==> src/rtl/spi_master_seq.sv <==
// spi_master_seq: SPI mode 0 (CPOL=0, CPHA=0), MSB-first transfer sequencer.
// Pops words from a TX FIFO, shifts them out on mosi with an SCLK of
// half-period clk_div+1, shifts miso into a word pushed to an RX FIFO, and
// holds cs_n low across back-to-back words.
// Ports:
//   clk, reset_b         system clock, synchronous active-low reset
//   enable               allow new words to be started
//   clk_div              SCLK half-period minus one, latched per word
//   tx_empty, tx_data    TX FIFO status and head word
//   tx_rd_en             TX FIFO pop (one-cycle pulse)
//   rx_full              RX FIFO full
//   rx_wr_en, rx_data    RX FIFO push and received word
//   sclk, mosi, miso     SPI bus
//   cs_n                 chip select, active low
//   busy                 high whenever not idle
module spi_master_seq #(
  parameter int unsigned DATA_WIDTH    = 8,
  parameter int unsigned CLK_DIV_WIDTH = 8
) (
  input  logic                     clk,
  input  logic                     reset_b,
  input  logic                     enable,
  input  logic [CLK_DIV_WIDTH-1:0] clk_div,
  input  logic                     tx_empty,
  input  logic [DATA_WIDTH-1:0]    tx_data,
  output logic                     tx_rd_en,
  input  logic                     rx_full,
  output logic                     rx_wr_en,
  output logic [DATA_WIDTH-1:0]    rx_data,
  output logic                     sclk,
  output logic                     mosi,
  input  logic                     miso,
  output logic                     cs_n,
  output logic                     busy
);

  localparam int unsigned BW = $clog2(DATA_WIDTH + 1);
  localparam logic [BW-1:0] LAST_BIT = BW'(DATA_WIDTH);

  typedef enum logic [2:0] {S_IDLE, S_LOAD, S_SHIFT, S_WB, S_STALL} state_t;

  state_t                   state_q, state_d;
  logic [CLK_DIV_WIDTH-1:0] div_q, div_d;
  logic [CLK_DIV_WIDTH-1:0] cnt_q, cnt_d;
  logic [BW-1:0]            bit_cnt_q, bit_cnt_d;
  logic [DATA_WIDTH-1:0]    tx_shift_q, tx_shift_d;
  logic [DATA_WIDTH-1:0]    rx_shift_q, rx_shift_d;
  logic                     sclk_q, sclk_d;
  logic                     mosi_q, mosi_d;
  logic                     cs_n_q, cs_n_d;
  logic                     tx_rd_en_q, tx_rd_en_d;
  logic                     busy_q, busy_d;
  logic                     start_word;

  always_comb begin
    state_d    = state_q;
    div_d      = div_q;
    cnt_d      = cnt_q;
    bit_cnt_d  = bit_cnt_q;
    tx_shift_d = tx_shift_q;
    rx_shift_d = rx_shift_q;
    sclk_d     = sclk_q;
    mosi_d     = mosi_q;
    cs_n_d     = cs_n_q;
    tx_rd_en_d = 1'b0;
    busy_d     = busy_q;
    start_word = enable & ~tx_empty;

    case (state_q)
      S_IDLE: begin
        cs_n_d = 1'b1;
        sclk_d = 1'b0;
        if (start_word) begin
          state_d    = S_LOAD;
          tx_rd_en_d = 1'b1;
          cs_n_d     = 1'b0;
          busy_d     = 1'b1;
          bit_cnt_d  = '0;
        end
      end
      S_LOAD: begin
        // The head word is captured on the same edge that completes the pop.
        tx_shift_d = tx_data;
        mosi_d     = tx_data[DATA_WIDTH-1];
        div_d      = clk_div;
        cnt_d      = '0;
        sclk_d     = 1'b0;
        state_d    = S_SHIFT;
      end
      S_SHIFT: begin
        if (cnt_q == div_q) begin
          cnt_d  = '0;
          sclk_d = ~sclk_q;
          if (!sclk_q) begin
            rx_shift_d = {rx_shift_q[DATA_WIDTH-2:0], miso};
            bit_cnt_d  = bit_cnt_q + BW'(1);
          end else if (bit_cnt_q == LAST_BIT) begin
            state_d = S_WB;
          end else begin
            tx_shift_d = tx_shift_q << 1;
            mosi_d     = tx_shift_q[DATA_WIDTH-2];
          end
        end else begin
          cnt_d = cnt_q + CLK_DIV_WIDTH'(1);
        end
      end
      S_WB, S_STALL: begin
        // STALL repeats the write-back decision every cycle until space frees.
        if (rx_full) begin
          state_d = S_STALL;
        end else if (start_word) begin
          state_d    = S_LOAD;
          tx_rd_en_d = 1'b1;
          bit_cnt_d  = '0;
        end else begin
          state_d = S_IDLE;
          cs_n_d  = 1'b1;
          busy_d  = 1'b0;
          mosi_d  = 1'b0;
        end
      end
      default: state_d = S_IDLE;
    endcase
  end

  always_ff @(posedge clk) begin
    if (!reset_b) begin
      state_q    <= S_IDLE;
      div_q      <= '0;
      cnt_q      <= '0;
      bit_cnt_q  <= '0;
      tx_shift_q <= '0;
      rx_shift_q <= '0;
      sclk_q     <= 1'b0;
      mosi_q     <= 1'b0;
      cs_n_q     <= 1'b1;
      tx_rd_en_q <= 1'b0;
      busy_q     <= 1'b0;
    end else begin
      state_q    <= state_d;
      div_q      <= div_d;
      cnt_q      <= cnt_d;
      bit_cnt_q  <= bit_cnt_d;
      tx_shift_q <= tx_shift_d;
      rx_shift_q <= rx_shift_d;
      sclk_q     <= sclk_d;
      mosi_q     <= mosi_d;
      cs_n_q     <= cs_n_d;
      tx_rd_en_q <= tx_rd_en_d;
      busy_q     <= busy_d;
    end
  end

  // Push decided against the live rx_full so a push can never hit a full FIFO.
  assign rx_wr_en = ((state_q == S_WB) || (state_q == S_STALL)) && !rx_full;
  assign rx_data  = rx_shift_q;
  assign tx_rd_en = tx_rd_en_q;
  assign sclk     = sclk_q;
  assign mosi     = mosi_q;
  assign cs_n     = cs_n_q;
  assign busy     = busy_q;

endmodule

==> config.mk <==
export PLATFORM = sky130hd
export DESIGN_NAME = spi_master_seq
export DESIGN_NICKNAME = d
export VERILOG_FILES = /design/src/rtl/spi_master_seq.sv
export SDC_FILE = /design/constraint.sdc
export NUM_CORES = 1
export LEC_CHECK = 0
export CAP_MARGIN = 30
export CELL_PAD_IN_SITES_DETAIL_PLACEMENT = 0
export CELL_PAD_IN_SITES_GLOBAL_PLACEMENT = 1
export CORE_ASPECT_RATIO = 0.9
export CORE_MARGIN = 2
export CORE_UTILIZATION = 42
export DETAILED_ROUTE_END_ITERATION = 8
export GPL_TIMING_DRIVEN = 0
export PLACE_DENSITY = 0.95
export SYNTH_ARGS = -nofsm -noshare
export SYNTH_HDL_FRONTEND = slang
export SYNTH_SLANG_ARGS = --single-unit
==> constraint.sdc <==
create_clock -name clk -period 5 [get_ports clk]
set_clock_uncertainty 0.05 [all_clocks]
set_input_delay 1 -clock clk [delete_from_list [all_inputs] [get_ports clk]]
set_output_delay 1 -clock clk [all_outputs]
set_load 0.03 [all_outputs]
==> results.md, run 1 <==
* Final nets at 329
* NetSw at 249 uW
* # port buffers at 34
* R2R Setup Slk at 2.43 ns
* DR vias at 1970
* H-tree Lvls at 2
* Critical path's top delay family: buffers and inverters
* Max-slew violation count at 0
* Syn Inst Count at 263
* Max-cap viol count at 0
* Clock power share at 33.6%
* First-pass GRT wire length at 8.36 mm
* Post-synthesis cell type count at between 40 and 50
* Critical path type: register to output pin
* Chip width at 79.3 um
* # IOs at 36
* Clock root buffer: clkbuf_8
* Post-route setup TNS at 0 ns
* Placed cells at 362
* Reg clk slew, reported paths at 0.08 ns
* Async SR Flop Fraction at 0%
* GRT Total Usage at 18.2%
* RSZ-0062 raised after global routing: no
* P&R area growth vs syn at 25.4%
* Diode count at 0
* Syn Nets at 288
* Final setup vio count at 0
* Final instance area at 2690 um2
* Hold-fix buffers at CTS at 0
* Detail Route Antenna Nets at 0
* Slowest stage delay, CP at slightly below 0.6 ns
* Critical Path Fanout Max at 10
* Share of the synthesized area in the top cell type at 40.2%
* TritonCTS Sinks at 43
* DIE AREA at around 5700 um2
* Internal power at 601 uW
* Post-synth EDFFs at 0
* Top-count cell post-synth: dfxtp_1
* Period utilization at around 66%
* Peak supply drop at 0.186 mV
* Largest net degree at the start of global routing at 15
* Drt via density at roughly 5.3
* Setup crit end kind: output pin
* Syn_area_per_cell at 8.14 um2
* CTS tree: built
* Leading area contributor after synthesis: dfxtp_1
* Worst setup SP type: register
* Final Wtd Congestion at roughly 0.80
* Worst Path Buf+Inv at 3
* Period minus WS final at 3.30 ns
* Max Fclk at approximately 300 MHz
* Top cells by count, synth: dfxtp_1 (43), nor2_1 (33), nand2_1 (30), a21oi_1 (20), o21ai_0 (18)
* Total CTS buffers at 5
* Warnings, synthesis at 0
* Std-Cell Rows at 24
* Initial Util at 43.8%
* Sequential share of the synthesized area at 40.2%
* Pleak at 0.00103 uW
* Total power at 850 uW
* Outcome: complete, no violations
* Final Hold Fails at 0
* Final Core Density at a little over half
* Top_reg_cell synth: dfxtp_1
* Data arrival, critical path at 2.25 ns
* Seq pwr share at ~44%
* Post-synthesis cell area at 2140 um2
* Non-Filler Instances at 370
* Crit path cell chain: clkbuf_1 -> clkbuf_1 -> nor3_1 -> nor2_1 -> nor2_1 -> clkdlybuf4s50_1
* Slowest cell on crit path: clkdlybuf4s50_1
* Type of the worst min-delay path: register to register
* Rel. slew slack at 29.4%
* Worst-Skew Late Latency at 0.29 ns
* Least-Margin Pin Slew at roughly 1.0 ns
* Share of layout cells above drive strength 1 at 4.26%
* DRC viols at 0
* Clock Path Buffers at 2
* Seq cells post-synth at 43
* Number of DRC markers in iteration 0 at 171
* Top post-synthesis cells by area: dfxtp_1 (40%), nor2_1 (5.8%), nand2_1 (5.3%)
* Drt pass-1 iters at 4
* Sw Ratio at around 30%
* Post-Route WL at 4.87 mm
* Combinational share of power at between 20 and 25%
* Filler cells at approximately 460
* Initial antenna violation count at 0
* Power Dens Cells at between 300 and 400 nW/um2
* Post-CTS resize count at 0
* Post-CTS Setup Bufs at 0
* Core area at 4890 um2
* Remaining Overflow, GRT at 0
* WL per Instance at ~13 um
* Final HPWL DP at between 3 and 4 mm
* CP required at around 4.0 ns
* Die Y at roughly 72 um
* Number of global-route vias before repair at between 1500 and 2000
* Post-DP Area at 2560 um2
==> worst paths after layout <==
check             depth (start not counted)         end       start
hold / removal                            2        mosi        mosi
hold reg to reg                           2        mosi        mosi
setup / recovery                          6    rx_wr_en  state_q[0]
setup reg to reg                          5  rx_data[3]  state_q[0]
==> kinds of logic after synthesis <==
logic type / synth area share [%]
DFF: 40.2
adders and majority gates: 1.75
xor gates and xnor gates: 4.09
muxes: 4.21
and+or+nand+nor: 26.6
buffers and inverters: 3.56
AOI/OAI and AO/OA: 19.6
==> through the flow <==
stage	setup WS [ns]	hold WS, ns
5_1_grt	1.53	0.439
3_3_place_gp	1.98	0.398
4_1_cts	1.71	0.414
2_1_floorplan	2.37	0.394
6_report	1.70	0.415
3_5_place_dp	1.97	0.401
==> placed cells by master, fill, tap and decap left out, drive strengths merged, types with 3 or more instances in the layout <==
cell type       n
nand2b          5
o21ai          18
dfxtp          43
nand4           4
mux2i           9
a211oi          3
a21o            7
nor4           11
clkdlybuf4s50  34
nor2           33
nor3            5
xor2            8
nand2          30
a31oi           6
ha              3
clkbuf         21
nand3           9
a21oi          20
inv             5
==> routing by layer <==
| metal | GRT usage (%) | vias to the layer above | share of wire [%] |
|---|---|---|---|
| li1 | - | 1032 | - |
| met1 | 26.1 | 896 | 50 |
| met2 | 27.8 | 40 | 45 |
| met3 | 4.16 | 2 | 4.9 |
| met4 | 4.60 | 0 | 0.59 |
| met5 | 0 | - | 0 |
==> worst min-delay path, cell delays in order, from the launching register on <==
cell	delay [ns]
dfxtp_1	0.32
nand2_1	0.05
mux2i_1	0.06
==> final cells by class <==
type / count / area, um2 / share of cell area, %
Buffer: 16 / 61.3 / 2.28
Clock buffer: 6 / 82.6 / 3.08
Clock inverter: 2 / 38.8 / 1.44
Inverter: 4 / 15.0 / 0.559
Multi-Input combinational cell: 200 / 1200 / 44.9
Sequential cell: 43 / 861 / 32.1
Tap cell: 65 / 81.3 / 3.03
Timing Repair Buffer: 34 / 340 / 12.7
==> power by group through the flow <==
stage          clock network [uW]  registers (uW)  logic (uW)
2_1_floorplan                   0             389         123
6_report                      286             376         189
3_3_place_gp                    0             383         187
3_5_place_dp                    0             383         189
4_1_cts                       292             376         190
5_1_grt                       308             378         210
==> state kept, by name, indices dropped and copies added, names as in the netlist <==
register,count
rx_data,8
tx_rd_en,1
mosi,1
state_q,3
bit_cnt_q,4
sclk,1
div_q,8
cs_n,1
busy,1
tx_shift_q,7
cnt_q,8
No activity file was read; power rests on OpenSTA's default activity.
==> run 2: changes to the inputs <==
Settings changed: CORE_UTILIZATION 42 to 35, PLACE_DENSITY 0.95 to 0.86.
Clock period 5 ns to 2.9 ns, I/O delays scaled along.
==> run 2 against run 1 <==
Clock-buffer cell count is the same. Core utilization shrank 11 points. Combinational power grew 70%. Power grew 59%. Via count grew 2.2%. Global-route usage shrank 2.4 points. Sequential share of layout area grew 0.36 points. Clock power grew 32%. Setup slack lost 1.4 ns. Sequential power grew 73%. Critical path type unchanged. Largest cell class unchanged.
==> results.md, run 2 (synthesis gave the netlist of run 1 again) <==
* Final Core Density at 44.2%
* RSZ-0062 raised after global routing: no
* Critical Path Fanout Max at 11
* Filler cells at 613
* Detail Route Antenna Nets at 0
* Final HPWL DP at 3.64 mm
* Least-Margin Pin Slew at 1.06 ns
* Type of the worst min-delay path: register to register
* GRT Total Usage at 15.8%
* DIE AREA at between 6000 and 7000 um2
* Final Hold Fails at 0
* Final setup vio count at 0
* Commonest non-fill, non-tap cells in the layout: dfxtp_1 (43), clkdlybuf4s50_1 (34), nor2_1 (33)
* CP required at about 2.3 ns
* Die Y at 78.2 um
* # port buffers at 34
* Initial Util at 35.6%
* Largest net degree at the start of global routing at 14
* Rel. slew slack at between 20 and 30%
* Final instance area at about 2700 um2
* R2R Setup Slk at 0.39 ns
* Share of layout cells above drive strength 1 at 4.28%
* Post-route setup TNS at 0 ns
* DR vias at between 2000 and 2500
* Multi-input gate area at 1200 um2
* Std-Cell Rows at 27
* Setup crit end kind: output pin
* Pleak at 0.00101 uW
* Number of DRC markers in iteration 0 at 100
* Total CTS buffers at 5
* Max-cap viol count at 0
* Storage element area at 861 um2
* Diode count at 0
* Critical path type: register to output pin
* Post-CTS Setup Bufs at 0
* Worst setup SP type: register
* # IOs at 36
* DRC viols at 0
* Most common cell after layout, fill and taps aside: dfxtp_1
* Final Wtd Congestion at roughly 0.85
* WL per Instance at 13.4 um
* Period minus WS final at 2.63 ns
* Core area at around 6000 um2
* Max-slew violation count at 0
* First-pass GRT wire length at between 8 and 9 mm
* TritonCTS Sinks at 43
* Drt pass-1 iters at 4
* Reg clk slew, reported paths at 0.08 ns
* Data arrival, critical path at 2.00 ns
* Max Fclk at 381 MHz
* Period utilization at 90.6%
* CTS tree: built
* Clock root buffer: clkbuf_8
* Drt via density at 5.35
* Final nets at around 330
* Post-CTS resize count at 0
* Chip width at 86.5 um
* Number of global-route vias before repair at 1868
* P&R area growth vs syn at 23.9%
* Placed cells at 369
* Post-Route WL at 5.05 mm
* Worst-Skew Late Latency at 0.30 ns
* H-tree Lvls at 2
* Hold-fix buffers at CTS at 0
* Initial antenna violation count at 0
* Clock Path Buffers at 2
* Power Dens Cells at between 500 and 600 nW/um2
* Non-Filler Instances at 376
* Outcome: complete, no violations
* Peak supply drop at 0.214 mV
* Remaining Overflow, GRT at 0
* Post-DP Area at approximately 2600 um2
## run 2: path summary, 6_finish.rpt
kind              startpoint    endpoint  cells after the start
hold reg to reg         mosi        mosi                      2
hold / removal          mosi        mosi                      2
setup reg to reg  state_q[1]  rx_data[5]                      5
setup / recovery  state_q[0]    rx_wr_en                      5
## run 2: cell type report
| cell class | instances | share of cell area (%) |
|---|---|---|
| well taps | 72 | 3.39 |
| inverters | 4 | 0.566 |
| multi-input cells | 200 | 45.4 |
| clock buffers | 6 | 2.73 |
| flip-flops and latches | 43 | 32.4 |
| plain buffers | 15 | 2.21 |
| repair buffers | 34 | 12.8 |
| clock inverters | 2 | 0.471 |
## run 2: stage by stage
step / hold slack [ns] / power [uW] / setup WS [ns]
after floorplan: 0.394 / 884 / 0.921
after global placement: 0.395 / 984 / 0.353
after detailed placement: 0.406 / 987 / 0.358
after CTS: 0.417 / 1370 / 0.0214
after global routing: 0.433 / 1430 / 0.126
final: 0.414 / 1350 / 0.272
## run 2: report_power, final
group	switching (uW)	internal [uW]
Combinational	194	128
Clock	209	168
Sequential	26.4	625
Total	429	921
## run 2: layer usage
| metal | up-vias | global-route usage [%] | wire [um] |
|---|---|---|---|
| li1 | 1020 | - | - |
| met1 | 933 | 21.2 | 2460 |
| met2 | 53 | 23.5 | 2210 |
| met3 | 7 | 5.36 | 318 |
| met4 | 0 | 5.78 | 59 |
| met5 | - | 0 | 0 |
## run 2: critical path, stage by stage, from the launching register on
cell and delay, ns:
dfxtp_1 0.50, clkbuf_2 0.29, nor3_1 0.09, nor2_1 0.18, nor2_1 0.06, clkdlybuf4s50_1 0.60
